File: src/rtl/pc_stack_pkg.sv
// Shared definitions for the program-counter / return-stack unit:
// operation encodings used by the block and by the controller that drives it.
package pc_stack_pkg;

  localparam logic [2:0] OP_HOLD = 3'b000;
  localparam logic [2:0] OP_INC  = 3'b001;
  localparam logic [2:0] OP_LOAD = 3'b010;
  localparam logic [2:0] OP_REL  = 3'b011;
  localparam logic [2:0] OP_CALL = 3'b100;
  localparam logic [2:0] OP_RET  = 3'b101;

endpackage

File: src/rtl/return_stack.sv
// LIFO of return addresses. The top entry is read combinationally so a pop
// can update the program counter in the same cycle it is requested.
module return_stack #(
  parameter int WIDTH = 16,
  parameter int DEPTH = 8
) (
  input  logic                       clk,
  input  logic                       reset,
  input  logic                       push,
  input  logic                       pop,
  input  logic [WIDTH-1:0]           push_data,
  output logic [WIDTH-1:0]           top_data,
  output logic [$clog2(DEPTH):0]     sp,
  output logic                       full,
  output logic                       empty
);

  localparam int AW  = $clog2(DEPTH);
  localparam int SPW = AW + 1;

  logic [WIDTH-1:0] mem [DEPTH];
  logic [AW-1:0]    top_idx;

  // When sp==DEPTH the low bits wrap to 0, so sp-1 still selects entry DEPTH-1.
  assign top_idx  = sp[AW-1:0] - AW'(1);
  assign top_data = mem[top_idx];
  assign full     = (sp == SPW'(DEPTH));
  assign empty    = (sp == '0);

  always_ff @(posedge clk) begin
    if (reset) begin
      sp <= '0;
    end else if (push && !full) begin
      sp <= sp + SPW'(1);
    end else if (pop && !empty) begin
      sp <= sp - SPW'(1);
    end
  end

  // Storage carries no reset; entries at or above sp are never read out.
  always_ff @(posedge clk) begin
    if (!reset && push && !full) begin
      mem[sp[AW-1:0]] <= push_data;
    end
  end

endmodule

File: src/rtl/pc_stack_unit.sv
// Program counter with conditional branch, relative jump and call/return
// through a hardware return stack; overflow/underflow are sticky error flags.
module pc_stack_unit
  import pc_stack_pkg::*;
#(
  parameter int WIDTH = 16,
  parameter int DEPTH = 8
) (
  input  logic                   clk,
  input  logic                   reset,
  input  logic [2:0]             op,
  input  logic                   cond,
  input  logic [WIDTH-1:0]       target,
  input  logic [WIDTH-1:0]       offset,
  output logic [WIDTH-1:0]       count,
  output logic [$clog2(DEPTH):0] sp,
  output logic                   stack_full,
  output logic                   stack_empty,
  output logic                   ovf_err,
  output logic                   unf_err
);

  logic [WIDTH-1:0] count_inc;
  logic [WIDTH-1:0] count_nxt;
  logic [WIDTH-1:0] top_data;
  logic             push;
  logic             pop;
  logic             set_ovf;
  logic             set_unf;

  assign count_inc = count + WIDTH'(1);

  always_comb begin
    count_nxt = count;
    push      = 1'b0;
    pop       = 1'b0;
    set_ovf   = 1'b0;
    set_unf   = 1'b0;
    case (op)
      OP_INC:  count_nxt = count_inc;
      OP_LOAD: count_nxt = cond ? target : count_inc;
      OP_REL:  count_nxt = cond ? (count + offset) : count_inc;
      OP_CALL: begin
        if (!cond) begin
          count_nxt = count_inc;
        end else if (stack_full) begin
          set_ovf = 1'b1;
        end else begin
          push      = 1'b1;
          count_nxt = target;
        end
      end
      OP_RET: begin
        if (!cond) begin
          count_nxt = count_inc;
        end else if (stack_empty) begin
          set_unf = 1'b1;
        end else begin
          pop       = 1'b1;
          count_nxt = top_data;
        end
      end
      default: count_nxt = count;
    endcase
  end

  always_ff @(posedge clk) begin
    if (reset) begin
      count   <= '0;
      ovf_err <= 1'b0;
      unf_err <= 1'b0;
    end else begin
      count   <= count_nxt;
      ovf_err <= ovf_err | set_ovf;
      unf_err <= unf_err | set_unf;
    end
  end

  return_stack #(
    .WIDTH(WIDTH),
    .DEPTH(DEPTH)
  ) u_return_stack (
    .clk       (clk),
    .reset     (reset),
    .push      (push),
    .pop       (pop),
    .push_data (count_inc),
    .top_data  (top_data),
    .sp        (sp),
    .full      (stack_full),
    .empty     (stack_empty)
  );

endmodule

File: config.mk
export PLATFORM = sky130hd
export DESIGN_NAME = pc_stack_unit
export DESIGN_NICKNAME = d
export VERILOG_FILES = /design/src/rtl/pc_stack_pkg.sv /design/src/rtl/return_stack.sv /design/src/rtl/pc_stack_unit.sv
export SDC_FILE = /design/constraint.sdc
export NUM_CORES = 1
export LEC_CHECK = 0
export CAP_MARGIN = 20
export CORE_ASPECT_RATIO = 0.6
export CORE_MARGIN = 5
export CORE_UTILIZATION = 58
export CTS_CLUSTER_DIAMETER = 120
export DETAILED_ROUTE_END_ITERATION = 10
export PLACE_DENSITY = 0.81
export SYNTH_ARGS = -nofsm -noshare
export SYNTH_HDL_FRONTEND = slang
export SYNTH_HIERARCHICAL = 1
export SYNTH_SLANG_ARGS = --single-unit
File: constraint.sdc
create_clock -name clk -period 3.7 [get_ports clk]
set_input_delay 0.37 -clock clk [delete_from_list [all_inputs] [get_ports clk]]
set_output_delay 0.37 -clock clk [all_outputs]
set_load 0.02 [all_outputs]
# After elaboration in Yosys (flattened, before gate mapping)
# Memories as Yosys holds them, arrays and structs flattened.
# Index checks and enable logic that the tools add are counted.
# word_totals
regBits	22
ramBits	128
input_bits	38
out_inout_bits	24
word_cells	54
memories	1
# op_classes
n_addsub	5
eq_ne	8
mux	23
n_bitwise	2
reduce_logical	11
# memory_table
memory	depth	width	rd	rd_ports_with_merged_regs	wr	line_no	text
u_return_stack.mem	8	16	1	0	1	return_stack.sv:21	logic [WIDTH-1:0] mem [DEPTH];
# op_table
cell	n
two-way mux 16 bit	6
one-hot mux 16 bit (5 select lines)	1
adder 16 x 1 -> 16 bit (second input constant)	1
adder 16 bit	1
two-way mux 1 bit	14
two-way mux 4 bit	2
equality test 3 x 2 -> 1 bit (second input constant)	2
equality test 3 bit (second input constant)	2
inequality test 3 bit (second input constant)	2
nonzero test 5 bit	1
adder 4 x 1 -> 4 bit (second input constant)	1
equality test 4 bit (second input constant)	1
logical AND 1 bit	4
zero test 4 bit	1
subtractor 4 x 1 -> 4 bit (second input constant)	1
equality test 3 x 1 -> 1 bit (second input constant)	1
zero test 1 bit	3
AND reduction 3 bit	1
subtractor 3 x 1 -> 3 bit (second input constant)	1
OR 1 bit	2
nonzero test 2 bit	1

# Logic depth before layout (Yosys ltp)
# depth
ltp_word	8
depth_mapped	15
mapped_depth_nobuf	12

# Modules after synthesis
# The synthesis kept the hierarchy.
# modules_own_cells
module	instances	cells_per_inst	area_each_um2	seq_area_each_um2
return_stack	1	235	5208.7	3923.8
pc_stack_unit	1	324	2343.5	360.3

# Worst setup path before layout
# OpenSTA, ideal clock, no wires.
# synth_timing
kind	register to register
start	register u_return_stack.sp[0]
end	memory u_return_stack.mem[1][0], enable pin
setup_time_ns	0.409
t_arrival_ns	3.263
t_required_ns	3.291
path_slack_ns	0.028
path_stages_with_launch	12
n_path_buf	3
period_less_slack_ns	3.672
path_cell_list	dfxtp_1 -> buf_6 -> buf_4 -> inv_1 -> ha_1 -> nor2b_1 -> nand2_1 -> inv_1 -> nor3_1 -> buf_2 -> nand4_1 -> nor3_1
# synth_between
elab_chain_cells	8
elab_cells_between_ends	9
classes_between	1 x eq/ne; 5 x mux; 3 x reduce/logical
# synth_rtl
element	line_no	text
start, declared	return_stack.sv:13	output logic [$clog2(DEPTH):0] sp,
start signal, assigned	return_stack.sv:34	sp <= sp + SPW'(1);
start signal, assigned	return_stack.sv:36	sp <= sp - SPW'(1);
equality test 4 bit	return_stack.sv:27	assign full = (sp == SPW'(DEPTH));
net stack_full	pc_stack_unit.sv:17	output logic stack_full,
two-way mux 1 bit	pc_stack_unit.sv:46	end else if (stack_full) begin
two-way mux 1 bit	pc_stack_unit.sv:44	if (!cond) begin
two-way mux 1 bit	pc_stack_unit.sv:39	case (op)
net push	pc_stack_unit.sv:26	logic push;
logical AND 1 bit (2 in series)	return_stack.sv:42	if (!reset && push && !full) begin
two-way mux 1 bit	return_stack.sv:42	
two-way mux 1 bit (implied by the code)	return_stack.sv:43	mem[sp[AW-1:0]] <= push_data;
end, declared	return_stack.sv:21	
# The timed path passes the listed nets, and every way through them passes these cells.

# Final worst setup path
# layout_timing
start	register u_return_stack.sp[1]
end	register u_return_stack.sp[3]
# layout_between
elab_chain_cells	6
elab_cells_between_ends	17
classes_between	2 x add/sub; 1 x eq/ne; 8 x mux; 6 x reduce/logical
# layout_rtl
element	line_no	text
equality test 4 bit (*)	return_stack.sv:27	
two-way mux 1 bit (*)	pc_stack_unit.sv:46	
two-way mux 1 bit (*)	pc_stack_unit.sv:44	
two-way mux 1 bit (*)	pc_stack_unit.sv:39	
net push	pc_stack_unit.sv:26	
logical AND 1 bit (*)	return_stack.sv:33	end else if (push && !full) begin
two-way mux 4 bit or nonzero test 2 bit (tied branches)	-	
# Mark *: on every way through the listed nets, which the timed path passes. The rest lies on a longest branch. The select of a mux whose other input is x is not followed.
# A chain may end at the register's enable or synchronous reset.

==> out/qor.csv <==
stage,metric,value,unit
global_routing,Overall Global Routing Usage,27.1,%
run_status,status,completed,
clock_tree,post-CTS setup buffer count,0,
placed_design,DP Area,8490,um^2
global_routing,vias in the first global route,5427,
clock_tree,Clock Sinks,150,
yosys,synth cell count leaders,"edfxtp_1, nor2_1, nand2_1, mux4_2, a21oi_1",
placed_design,RD Place Congestion,0.972,
critical_path,reg-to-reg setup timing slack,490,ps
global_routing,GRT Residual Overflow,0,
yosys,Synth Register Bits,150,
critical_path,crit path launch type,flip-flop,
yosys,ys async rst share,0,%
die,die height,98.4,um
cells_and_area,share of cells above drive strength 1,17.1,%
clock_tree,H-tree depth,4,
yosys,leading area contributor after synthesis,edfxtp_1,
drt,Post-DRT Antenna Nets,0,
timing,actual slew at the worst max-slew pin,817,ps
die,Initial Utilization,58.9,%
drt,drt drc,0,
critical_path,critical path type,flip-flop to flip-flop,
yosys,cell area after synthesis,7550,um^2
clock_tree,CTS Buf Count,17,
timing,crit path time final,3210,ps
critical_path,Reg2Reg Depth,13,
placed_design,post-DP HPWL,13600,um
yosys,Post-Synthesis Cells,559,
die,number of top-level pins,62,
power_and_ir_drop,Power Density,450,nW/um^2
critical_path,crit end category,flip-flop,
die,Die Wd,157,um
drt,DR vias/cell,6.76,
timing,Relative slew margins,45.1,%
cells_and_area,antenna cells,0,
critical_path,WP data required,4020,ps
clock_tree,clk_lat worst skew,420,ps
yosys,Cell variety after synth,70,
drt,Post-Route WL,20300,um
min_path,hold path start,unf_err,
min_path,worst hold path cell count,2,
cells_and_area,Fill cells,871,
timing,Max Freq,0.312,GHz
clock_tree,Resize count post-CTS,0,
drt,DR WL/cell,24.7,um
power_and_ir_drop,Worst VDD drop,0.319,mV
critical_path,reg2reg end,u_return_stack/sp[3],
drt,via count,5544,
timing,setup violators final,0,
yosys,post-synth top area share,50.9,%
placed_design,Port Buf Inserts,61,
flow_run,max_cap viols,0,
cells_and_area,Final nets,696,
yosys,YS warnings,6,
drt,DR iter-0 viols,652,
timing,Final Skew,7.71,ps
critical_path,CP arrival,3530,ps
yosys,sequential share of the synthesized area,56.7,%
timing,Final Hold Viols,0,
min_path,worst hold path endpoint,unf_err,
cells_and_area,synthesis-to-layout area growth,20.1,%
yosys,most instantiated library cell after synthesis,edfxtp_1,
timing,Final Slew Violations,0,
global_routing,largest net degree at the start of global routing,38,
clock_tree,CTS Hold Bufs,0,
global_routing,initial antenna violation count,0,
global_routing,first-pass GRT wire length,31000,um
die,# rows,32,
critical_path,CP max FO,9,
yosys,top_reg_cell synth,edfxtp_1,
drt,drt pass-1 iters,7,
die,area of the core,12800,um^2
yosys,Synthesized Nets,618,
timing,fin crit share,86.7,%
timing,RSZ-0062 raised after global routing,no,
die,die area,15500,um^2
critical_path,worst r2r src,u_return_stack/sp[1],
min_path,HP Class,flip-flop to flip-flop,
power_and_ir_drop,Tot Pwr,4.08,mW
yosys,dominant cells by area after synthesis,"edfxtp_1, mux4_2, dfxtp_1",
yosys,Post-synth EDFFs,128,
power_and_ir_drop,Leak,3.07,nW
cells_and_area,"Design Area, Final",9070,um^2
clock_tree,CTS tree,done,
clock_tree,Root Driver,clkbuf_16,
clock_tree,clk slew on worst S/H paths,60,ps
yosys,Mean Syn Cell Area,13.5,um^2
timing,setup_tns,0,ps
clock_tree,clk buf depth,2,
==> sequential cells by signal, summed over array words and instances (netlist names) <==
name                cells
unf_err                 1
count                  16
ovf_err                 1
u_return_stack/sp       4
u_return_stack/mem    128
==> area by class of cell <==
cell class / instances / area, um^2 / share of cell area, %
sequential: 150 / 4290 / 47.2
multi-input combinational: 367 / 3080 / 33.9
timing repair buffer: 86 / 861 / 9.49
clock buffer: 18 / 429 / 4.73
tap: 170 / 213 / 2.34
clock inverter: 14 / 149 / 1.64
inverter: 15 / 56.3 / 0.621
==> worst max-delay path: stages (launching register included) <==
cell and delay, ps:
dfxtp_1 540, inv_1 110, ha_1 250, nor2b_1 160, nand2_1 150, inv_1 100, nor3_1 190, buf_4 180
nand2_1 120, ha_1 290, a21o_1 200, a2111oi_2 420, a211oi_1 110, a2111oi_2 280
==> worst max-delay path by stage <==
stage	end	cells past startpoint	start
3_3_place_gp	u_return_stack/sp[3]	13	u_return_stack/sp[1]
3_5_place_dp	u_return_stack/sp[3]	13	u_return_stack/sp[1]
5_1_grt	u_return_stack/sp[3]	13	u_return_stack/sp[1]
4_1_cts	u_return_stack/sp[3]	13	u_return_stack/sp[1]
2_1_floorplan	u_return_stack/mem[1][0]	11	u_return_stack/sp[0]
6_report	u_return_stack/sp[3]	13	u_return_stack/sp[1]
==> power breakdown <==
| part | total [mW] | switching (mW) | internal [mW] |
|---|---|---|---|
| clock network | 1.70 | 0.702 | 0.998 |
| logic | 0.474 | 0.284 | 0.190 |
| registers | 1.91 | 0.0375 | 1.87 |
| total | 4.08 | 1.02 | 3.06 |
==> per-stage QoR <==
step	hold WS (ps)	cells	utilization (%)	setup slack [ps]
6_report	490	820	70.8	491
2_1_floorplan	439	559	-	27.7
4_1_cts	488	820	70.8	507
3_3_place_gp	449	788	66.3	605
5_1_grt	532	820	70.8	284
3_5_place_dp	472	788	66.3	513
==> placed cells by master (no fill, tap or decap), types with 11 or more instances in the layout <==
cell             instances
dfxtp_1                 21
clkdlybuf4s50_1         61
nor2_1                  35
nand2_1                 33
a21oi_1                 27
nand3_1                 11
o21ai_0                 25
edfxtp_1               128
inv_1                   15
xnor2_1                 18
ha_1                    19
buf_4                   20
clkbuf_16               17
nor3_1                  11
mux2_2                  16
mux4_2                  29
==> layer usage <==
metal / vias up / wire (um) / track usage, %
li1: 2403 / - / -
met1: 2705 / 8420 / 40.1
met2: 392 / 8780 / 38.5
met3: 44 / 2760 / 9.92
met4: 0 / 325 / 6.48
met5: - / 0 / 0
==> cell families after synthesis <==
family | synth area share (%)
AOI/OAI and AO/OA | 12.1
xor gates and xnor gates | 2.88
buffers and inverters | 2.65
adders and majority gates | 3.68
muxes | 13.1
and+or+nand+nor | 8.86
DFF | 56.7
No activity file was read; power rests on OpenSTA's default activity.
